## src/rtl/pipe_ctrl_pkg.sv

```systemverilog
// Shared definitions for the pipeline controller: stall encodings, masks,
// sequencer state encoding and counter width.
package pipe_ctrl_pkg;

   localparam logic STOP    = 1'b1;
   localparam logic NO_STOP = 1'b0;

   localparam int CNT_W = 5;

   localparam logic [5:0] STALL_NONE = {6{NO_STOP}};
   localparam logic [5:0] STALL_ID   = {{3{NO_STOP}}, {3{STOP}}};
   localparam logic [5:0] STALL_EX   = {{2{NO_STOP}}, {4{STOP}}};

   typedef enum logic [1:0] {
      MC_IDLE = 2'd0,
      MC_RUN  = 2'd1,
      MC_DONE = 2'd2
   } mc_state_e;

endpackage

```

## src/rtl/pipe_ctrl_mc_timer.sv

```systemverilog
// Down-counter for the multi-cycle sequencer: load, decrement, ==1 detect.
module mc_timer
   import pipe_ctrl_pkg::*;
(
   input  logic             clk,
   input  logic             rst,
   input  logic             clr,
   input  logic             load,
   input  logic [CNT_W-1:0] load_val,
   input  logic             dec,
   output logic             is_one
);

   logic [CNT_W-1:0] cnt;

   always_ff @(posedge clk) begin
      if (rst || clr) begin
         cnt <= '0;
      end else if (load) begin
         cnt <= load_val;
      end else if (dec) begin
         cnt <= cnt - CNT_W'(1);
      end
   end

   assign is_one = (cnt == CNT_W'(1));

endmodule

```

## src/rtl/pipe_ctrl.sv

```systemverilog
// Pipeline stall/flush controller with a multi-cycle EX sequencer.
module pipe_ctrl
   import pipe_ctrl_pkg::*;
(
   input  logic             clk,
   input  logic             rst,
   input  logic             stallreq_id,
   input  logic             stallreq_ex,
   input  logic             mc_start,
   input  logic [CNT_W-1:0] mc_len,
   input  logic             flush_req,
   input  logic [31:0]      flush_pc,
   output logic [5:0]       stall,
   output logic             flush,
   output logic [31:0]      new_pc,
   output logic             mc_busy,
   output logic             mc_done
);

   mc_state_e state, state_nxt;
   logic      tmr_load, tmr_dec, tmr_clr, tmr_one;
   logic      ex_stall;

   mc_timer u_timer (
      .clk      (clk),
      .rst      (rst),
      .clr      (tmr_clr),
      .load     (tmr_load),
      .load_val (mc_len - CNT_W'(2)),
      .dec      (tmr_dec),
      .is_one   (tmr_one)
   );

   always_ff @(posedge clk) begin
      if (rst) begin
         state <= MC_IDLE;
      end else begin
         state <= state_nxt;
      end
   end

   // Flush is registered so the redirect lands one cycle after the request.
   always_ff @(posedge clk) begin
      if (rst) begin
         flush  <= 1'b0;
         new_pc <= '0;
      end else begin
         flush  <= flush_req;
         new_pc <= flush_req ? flush_pc : 32'd0;
      end
   end

   always_comb begin
      state_nxt = state;
      tmr_load  = 1'b0;
      tmr_dec   = 1'b0;
      tmr_clr   = 1'b0;
      if (flush_req) begin
         state_nxt = MC_IDLE;
         tmr_clr   = 1'b1;
      end else begin
         case (state)
            MC_IDLE: begin
               if (mc_start) begin
                  if (mc_len >= CNT_W'(3)) begin
                     tmr_load  = 1'b1;
                     state_nxt = MC_RUN;
                  end else begin
                     state_nxt = MC_DONE;
                  end
               end
            end
            MC_RUN: begin
               tmr_dec = 1'b1;
               if (tmr_one) state_nxt = MC_DONE;
            end
            MC_DONE: state_nxt = MC_IDLE;
            default: state_nxt = MC_IDLE;
         endcase
      end
   end

   // The start cycle itself stalls EX when the op needs more than one cycle.
   always_comb begin
      ex_stall = stallreq_ex || (state == MC_RUN) ||
                 ((state == MC_IDLE) && mc_start && (mc_len >= CNT_W'(2)));
      if (rst || flush) begin
         stall = STALL_NONE;
      end else if (ex_stall) begin
         stall = STALL_EX;
      end else if (stallreq_id) begin
         stall = STALL_ID;
      end else begin
         stall = STALL_NONE;
      end
   end

   assign mc_busy = !rst && (state != MC_IDLE);
   assign mc_done = !rst && (state == MC_DONE);

endmodule

```

## config.mk

```make
export PLATFORM = sky130hd
export DESIGN_NAME = pipe_ctrl
export DESIGN_NICKNAME = d
export VERILOG_FILES = /design/src/rtl/pipe_ctrl_pkg.sv /design/src/rtl/pipe_ctrl_mc_timer.sv /design/src/rtl/pipe_ctrl.sv
export SDC_FILE = /design/constraint.sdc
export NUM_CORES = 1
export LEC_CHECK = 0
export CAP_MARGIN = 0
export CORE_UTILIZATION = 37
export CTS_CLUSTER_SIZE = 10
export DETAILED_ROUTE_END_ITERATION = 6
export PLACE_DENSITY = 0.76
export SLEW_MARGIN = 25
export SYNTH_ARGS = -nofsm -noshare
export SYNTH_HDL_FRONTEND = slang
export SYNTH_HIERARCHICAL = 1
export SYNTH_SLANG_ARGS = --single-unit
```

## constraint.sdc

```tcl
create_clock -name clk -period 2.1 [get_ports clk]
set_input_delay 0.315 -clock clk [delete_from_list [all_inputs] [get_ports clk]]
set_output_delay 0.315 -clock clk [all_outputs]
set_load 0.02 [all_outputs]
```

# Yosys cells after proc, flatten, opt, wreduce, memory -nomap -nowiden

Index checks and enable logic that the tools add are counted.

Output and inout bits: 41
Logic and storage cells: 45
Bits of input ports: 43
Register bits: 40

Multiplexer cells: 16
Eq/ne operators: 5
Bitwise logic cells: 1
Add/subtract/negate cells: 2
Magnitude comparators: 2
Reductions and logical operators: 15

Operators by type and width:

| cell                  | number |
|---|---|
| $ge A5 B2 Y1 const B  | 2 |
| $mux W5               | 2 |
| $mux W4               | 2 |
| $mux W1               | 7 |
| $mux W2               | 3 |
| $eq A5 B1 Y1 const B  | 1 |
| $sub A5 B1 Y5 const B | 1 |
| $sub A5 B2 Y5 const B | 1 |
| $logic_and A1 B1 Y1   | 4 |
| $logic_or A1 B1 Y1    | 4 |
| $ne A2 B2 Y1 const B  | 2 |
| $pmux W2 S2           | 1 |
| $reduce_bool A2 Y1    | 2 |
| $reduce_or A2 Y1      | 2 |
| $mux W3               | 1 |
| $eq A2 B1 Y1 const B  | 1 |
| $eq A2 B2 Y1 const B  | 1 |
| $logic_not A2 Y1      | 1 |
| $reduce_and A2 Y1     | 1 |
| $logic_not A1 Y1      | 1 |
| $not A1 Y1            | 1 |

# Logic depth before layout (Yosys ltp)

Gate-level depths: netlist of run 1.

Depth in word-level cells: 6
Mapped depth: 8
Gate-level depth less buffers: 8

# Modules after synthesis

Netlist of run 1, hierarchy kept.

By module, submodules not included:

| module    | seq. area each (µm²) | instances | cells each | area each (µm²) |
|---|---|---|---|---|
| pipe_ctrl | 700.7                | 1         | 108        | 1159.9 |
| mc_timer  | 100.1                | 1         | 32         | 277.8 |

# Worst setup path before layout of run 1

Ideal clock, no wire load.

Kind: in2out
Start point: input mc_len[1]
End point: output stall[1]
Data required time: 1.785 ns
Arrival time: 1.586 ns
Stages on the path: 6
Buffers on the path: 1
Setup slack: 0.199 ns
Path through: inv_1 ha_1 or3b_1 o2111ai_1 nand3_1 buf_4

Word-level cells in the longest chain between the ends: 5

Ends and longest elaborated chain:

| what                | line            | RTL |
|---|---|---|
| from (decl)         | pipe_ctrl.sv:10 | `input logic [CNT_W-1:0] mc_len,` |
| $ge A5 B2 Y1        | pipe_ctrl.sv:86 | `((state == MC_IDLE) && mc_start && (mc_len >= CNT_W'(2)));` |
| $logic_and A1 B1 Y1 | pipe_ctrl.sv:86 |  |
| $logic_or A1 B1 Y1  | pipe_ctrl.sv:85 | `ex_stall = stallreq_ex \|\| (state == MC_RUN) \|\|` |
| $mux W4             | pipe_ctrl.sv:89 | `end else if (ex_stall) begin` |
| $mux W4             | pipe_ctrl.sv:87 | `if (rst \|\| flush) begin` |
| to (decl)           | pipe_ctrl.sv:13 | `output logic [5:0] stall,` |

Every way passes these cells.

# Worst setup path in the final report of run 1

Start point: input mc_len[2]
End point: output stall[2]

Same word-level chain as after synthesis.

==> flow_metrics.tcl, run 1 <==
set metrics [dict create \
    antenna_found_initial 0 \
    syn_area_um2 1440 \
    grt_max_degree 34 \
    synth_compound_gate_area_share 0.0661 \
    coreArea_um2 3690 \
    fp.dieW_um 64.3 \
    drt-total-wl_um 3310 \
    rsz0062_at_grt "no" \
    slew_violations 0 \
    setup_ws_ps 90.9 \
    die_area_um2 4140 \
    antennaDiodeCount 0 \
    internal_power_uw 1320 \
    synth_top_family_by_area "simple AND/OR/NAND/NOR gates" \
    yosys.area_share.adder 0.0348 \
    hpwl_um 2470 \
    comb_power_share 0.176 \
    slew-limit-headroom 0.653 \
    gr-total-overflow 0 \
    hold_buffers 0 \
    cts_buffers 5 \
    cp.arrival_ps 1690 \
    synthDistinctLibCells 35 \
    cp-endpoint "stall[2]" \
    reg2reg_to "u_timer/cnt[4]$_SDFFE_PP0P_" \
    start_util 0.390 \
    dpl_cell_area_um2 2390 \
    final_common_cell "clkdlybuf4s50_1" \
    finalInstanceArea_um2 2520 \
    synth.area.mux_share 0 \
    drive_above_1_share 0.145 \
    maxCapViolCount 0 \
    ys_warn_count 6 \
    r2r_start "state[0]$_SDFFE_PP0P_" \
    htreeDepth 2 \
    nFillCells 302 \
    synthCells 140 \
    start_kind "input port" \
    rows 22 \
    status "complete, no violations" \
    grt_usage 0.176 \
    leakage_uw 0.00104 \
    critPathCaptureType "primary output" \
    ff2ff_path_depth 5 \
    worstPathRequired_ps 1780 \
    vdd_drop_max_v 0.000498 \
    worst_slew_pin_slew_ps 516 \
    grt_pass1_wl_um 5400 \
    die_h_um 64.3 \
    clkSinkCount 40 \
    ios 84 \
    wl_per_cell_um 11.4 \
    clock_path_buffers 2 \
    max_freq_mhz 498 \
    synth_area_per_cell_um2 10.3 \
    path_clk_slew_ps 70 \
    synth_xor_area_frac 0.0305 \
    yosysSeqAreaShare 0.557 \
    setup_viol 0 \
    clkPwrFrac 0.354 \
    critPathMaxFanout 3 \
    cts-root-buf "clkbuf_8" \
    power.total_uw 1710 \
    power_frac_seq 0.470 \
    drtIter0Drc 32 \
    ant_nets 0 \
    fin_crit_ps 2010 \
    finalNetCount 287 \
    finish.utilization 0.685 \
    hp-class "reg -> reg" \
    synthSimpleGateAreaFrac 0.261 \
    ys_ff_latch 40 \
    insertion_delay_ps 290 \
    tritoncts "done" \
    grt_pass1_vias 1220 \
    fin_skew_ps 3.45 \
    powerDensity_nw_per_um2 676 \
    dr.pass1.iters 4 \
    p_switching_uw 387 \
    place_ws_ps -497 \
    vias 1251 \
    switching_share 0.227 \
    fin_tns_setup_ps 0 \
    post-route-drc-count 0 \
    syn2layout_area_growth_pct 75.6 \
    crit_type "in -> out" \
    portBuffers 81 \
    vias_per_cell 4.33 \
    rrSetupSlack_ps 470 \
    fin_crit_sh 0.957 \
    startpoint "mc_len[2]" \
    mostFrequentLayoutCells "clkdlybuf4s50_1, dfxtp_1, and2_1" \
    gp_congestion 0.786 \
    hold_viol 0 \
]
sequential cells by signal (all words and copies together) (netlist names):
| name | flops |
|---|---|
| flush | 1 |
| new_pc | 32 |
| state | 2 |
| u_timer/cnt | 5 |
metrics by stage:
step,hold WS [ps],std cells
3_3_place_gp,496,279
3_5_place_dp,498,279
6_report,513,289
2_1_floorplan,437,141
5_1_grt,553,289
4_1_cts,515,289
logic make-up (layout without fill, tap and decap cells):
| family | Yosys count | count (layout) |
|---|---|---|
| AOI/OAI and AO/OA | 15 | 15 |
| buffers and inverters | 14 | 114 |
| and+or+nand+nor | 61 | 61 |
| adders and majority gates | 4 | 4 |
| DFF | 40 | 40 |
| other | 1 | 2 |
| xor gates and xnor gates | 5 | 5 |
worst max-delay path, cell delays in order:
cell	delay, ps
dlygate4sd2_1	250
inv_1	80
ha_2	180
or3b_1	350
o2111ai_2	200
nand3_2	150
buf_6	170
final cells by class:
cell class / count / area [µm²] / share of cell area
inverter: 7 / 26.3 / 0.0104
clock inverter: 2 / 35.0 / 0.0139
sequential: 40 / 801 / 0.317
timing repair buffer: 99 / 945 / 0.374
clock buffer: 6 / 72.6 / 0.0287
tap: 48 / 60.1 / 0.0238
multi-input combinational: 87 / 586 / 0.232
synthesized netlist by cell type:
| library cell | number | area share |
|---|---|---|
| nor4_1 | 1 | 0.0044 |
| a21boi_1 | 1 | 0.0052 |
| nor3_1 | 2 | 0.0070 |
| nand2b_1 | 1 | 0.0044 |
| buf_2 | 1 | 0.0035 |
| o21ai_1 | 1 | 0.0035 |
| xnor2_1 | 2 | 0.012 |
| o21ai_0 | 5 | 0.017 |
| or4_1 | 1 | 0.0052 |
| o31ai_1 | 1 | 0.0052 |
| a31oi_1 | 1 | 0.0044 |
| and2_1 | 33 | 0.14 |
| nor4b_2 | 1 | 0.010 |
| or3_4 | 1 | 0.0078 |
| nor2b_1 | 1 | 0.0044 |
| xor2_1 | 3 | 0.018 |
| ha_1 | 4 | 0.035 |
| a21oi_1 | 2 | 0.0070 |
| nor4b_1 | 2 | 0.012 |
| o211ai_1 | 1 | 0.0052 |
| or2_0 | 1 | 0.0044 |
| nor3b_1 | 2 | 0.010 |
| o2111ai_1 | 1 | 0.0061 |
| dfxtp_1 | 40 | 0.56 |
| inv_1 | 7 | 0.018 |
| buf_4 | 4 | 0.021 |
| o2bb2ai_1 | 1 | 0.0061 |
| nand2_1 | 7 | 0.018 |
| clkbuf_1 | 2 | 0.0052 |
| nand3_1 | 1 | 0.0035 |
| conb_1 | 1 | 0.0026 |
| nor2_1 | 5 | 0.013 |
| or3b_1 | 1 | 0.0061 |
| o32ai_1 | 1 | 0.0061 |
| and2b_2 | 1 | 0.0061 |
timing repair:
item | 4_1_cts | 5_1_grt
resized for setup | 27 | 1
endpoints found under the setup margin | 4 | 1
pin swaps | 3 | 0
buffers inserted | 2 | 0
endpoints found under the hold margin | 0 | 0
layer usage:
metal	up-vias	wire [µm]	GRT usage
met5	-	0	0
met4	0	68	0.0917
met3	7	348	0.0911
met2	48	1540	0.287
met1	548	1350	0.184
li1	648	-	-
power groups by stage:
stage | combinational, µW | clock [µW] | sequential, µW
after global routing | 323 | 671 | 805
after CTS | 302 | 627 | 802
after floorplan | 87.0 | 0 | 851
after global placement | 295 | 0 | 818
after detailed placement | 296 | 0 | 820
final | 300 | 603 | 802
worst min-delay path by stage:
| stage | start | to | slack (ps) | cells after the start |
|---|---|---|---|---|
| 3_5_place_dp | u_timer/cnt[4]$_SDFFE_PP0P_ | u_timer/cnt[4]$_SDFFE_PP0P_ | 500 | 2 |
| 2_1_floorplan | flush_pc[0] | new_pc[0]$_SDFF_PP0_ | 440 | 1 |
| 5_1_grt | u_timer/cnt[4]$_SDFFE_PP0P_ | u_timer/cnt[4]$_SDFFE_PP0P_ | 550 | 2 |
| 6_report | u_timer/cnt[4]$_SDFFE_PP0P_ | u_timer/cnt[4]$_SDFFE_PP0P_ | 510 | 2 |
| 3_3_place_gp | u_timer/cnt[4]$_SDFFE_PP0P_ | u_timer/cnt[4]$_SDFFE_PP0P_ | 500 | 2 |
| 4_1_cts | u_timer/cnt[4]$_SDFFE_PP0P_ | u_timer/cnt[4]$_SDFFE_PP0P_ | 510 | 2 |
Power figures use the tool's default switching activity.
==> run 2: changes to the inputs <==
==> constraint.sdc (replaced) <==
create_clock -name clk -period 2.1 [get_ports clk]
set_input_delay 0.315 -clock clk [delete_from_list [all_inputs] [get_ports clk]]
set_output_delay 0.315 -clock clk [all_outputs]
set_load 0.005 [all_outputs]
==> run 2 against run 1 <==
Global-route usage grew 0.89 points. Combinational power fell by 11%. Largest cell class unchanged. Clock skew decreased by 2.8 ps. Non-clock buffer count rose by 10. Worst hold slack gained 6.9 ps. Sequential power about the same. Setup slack worse by 31 ps. Register-to-register slack improved by 60 ps. Count of clock-buffer cells in the layout decreased by 1. Largest power group unchanged. Critical path type unchanged. Via count rose by 3.6%. Cell count is 3.1% higher. Cell area grew 1.6%.
==> flow_metrics.tcl, run 2 (synthesized netlist as in run 1, its figures left out) <==
set metrics [dict create \
    worst_slew_pin_slew_ps 565 \
    holdWs_ps 520 \
    grtUsageMet3 0.0857 \
    ios 84 \
    drive_above_1_share 0.184 \
    maxCapViolCount 0 \
    use_met1 0.189 \
    antennaDiodeCount 0 \
    grt_pass1_vias 1318 \
    hpwl_um 2500 \
    slew-limit-headroom 0.618 \
    finalNetCount 297 \
    crit_type "in -> out" \
    finish.utilization 0.696 \
    clock_path_buffers 2 \
    power.total_uw 1540 \
    die_h_um 64.3 \
    critPathCaptureType "primary output" \
    grt_usage 0.185 \
    start_util 0.390 \
    vias 1296 \
    fin_skew_ps 0.645 \
    wl_per_cell_um 11.9 \
    setup_viol 0 \
    fin_crit_sh 0.971 \
    largest_reg_flops 32 \
    grtUsageMet2 0.324 \
    hold_viol 0 \
    ant_nets 0 \
    max_freq_mhz 490 \
    path_clk_slew_ps 70 \
    drt-total-wl_um 3540 \
    htreeDepth 2 \
    vdd_drop_max_v 0.000452 \
    fin_crit_ps 2040 \
    slew_violations 0 \
    gp_congestion 0.817 \
    portBuffers 81 \
    regMostFlops "new_pc" \
    powerDensity_nw_per_um2 601 \
    fin_tns_setup_ps 0 \
    coreArea_um2 3690 \
    die_area_um2 4140 \
    antenna_found_initial 0 \
    top_regs "new_pc: 32 flops, u_timer/cnt: 5 flops, state: 2 flops" \
    status "complete, no violations" \
    clkSinkCount 40 \
    post-route-drc-count 0 \
    vias_per_cell 4.35 \
    dr.pass1.iters 4 \
    grt-busiest-layer "met2" \
    syn2layout_area_growth_pct 78.5 \
    hp-class "reg -> reg" \
    rows 22 \
    cts_buffers 5 \
    final_common_cell "clkdlybuf4s50_1" \
    multi_input_area_um2 596 \
    nFillCells 303 \
    mostFrequentLayoutCells "clkdlybuf4s50_1, dfxtp_1, and2_1" \
    start_kind "input port" \
    worstPathRequired_ps 1780 \
    cts-root-buf "clkbuf_8" \
    fp.dieW_um 64.3 \
    grt_pass1_wl_um 5710 \
    drtIter0Drc 51 \
    seq_area_um2 801 \
    gr-total-overflow 0 \
    insertion_delay_ps 280 \
    leakage_uw 0.00105 \
    cp.arrival_ps 1720 \
    critPathMaxFanout 3 \
    grt_max_degree 34 \
    tritoncts "done" \
]
run 2: worst paths after layout:
path,startpoint,to,slack (ps),cells after the start
worst max-delay path,mc_len[3],stall[2],60,6
worst max register to register,state[0]$_SDFFE_PP0P_,u_timer/cnt[2]$_SDFFE_PP0P_,530,5
worst min register to register,state[0]$_SDFFE_PP0P_,state[1]$_SDFFE_PP0P_,520,2
worst min-delay path,state[0]$_SDFFE_PP0P_,state[1]$_SDFFE_PP0P_,520,2
run 2: report_power, final:
part | leakage [µW] | total (µW) | internal (µW) | switching [µW]
logic | 0.000682 | 267 | 182 | 84.7
registers | 0.000328 | 802 | 789 | 13.0
clock network | 0.0000400 | 473 | 225 | 248
total | 0.00105 | 1540 | 1200 | 346
run 2: layout make-up:
type	count	share of cell area
Sequential cell	40	0.312
Timing Repair Buffer	109	0.391
Clock inverter	2	0.00488
Multi-Input combinational cell	87	0.232
Clock buffer	5	0.0268
Tap cell	48	0.0234
Inverter	7	0.0102
run 2: metal layers:
layer,wire [µm],vias up
met4,51,0
met2,1770,46
met3,315,5
li1,-,667
met5,0,-
met1,1410,578
run 2: through the flow:
step	std cells	area, µm²	setup WS, ps
after floorplan	141	1440	387
after global placement	277	2370	-389
after detailed placement	277	2370	-413
after CTS	297	2550	64.5
after global routing	298	2570	-0.296
final	298	2570	60.2
run 2: worst max-delay path, cell delays in order:
cell	delay (ps)
clkdlybuf4s50_1	440
or3b_1	400
o2111ai_2	210
buf_4	140
nand3_2	80
buf_2	150
run 2: timing repair:
| action | in CTS | in global routing |
|---|---|---|
| setup buffers | 13 | 1 |
| setup endpoints to repair | 4 | 4 |
| hold buffers | 0 | 0 |
| pin swaps | 3 | 1 |
| gates resized for setup | 18 | 3 |
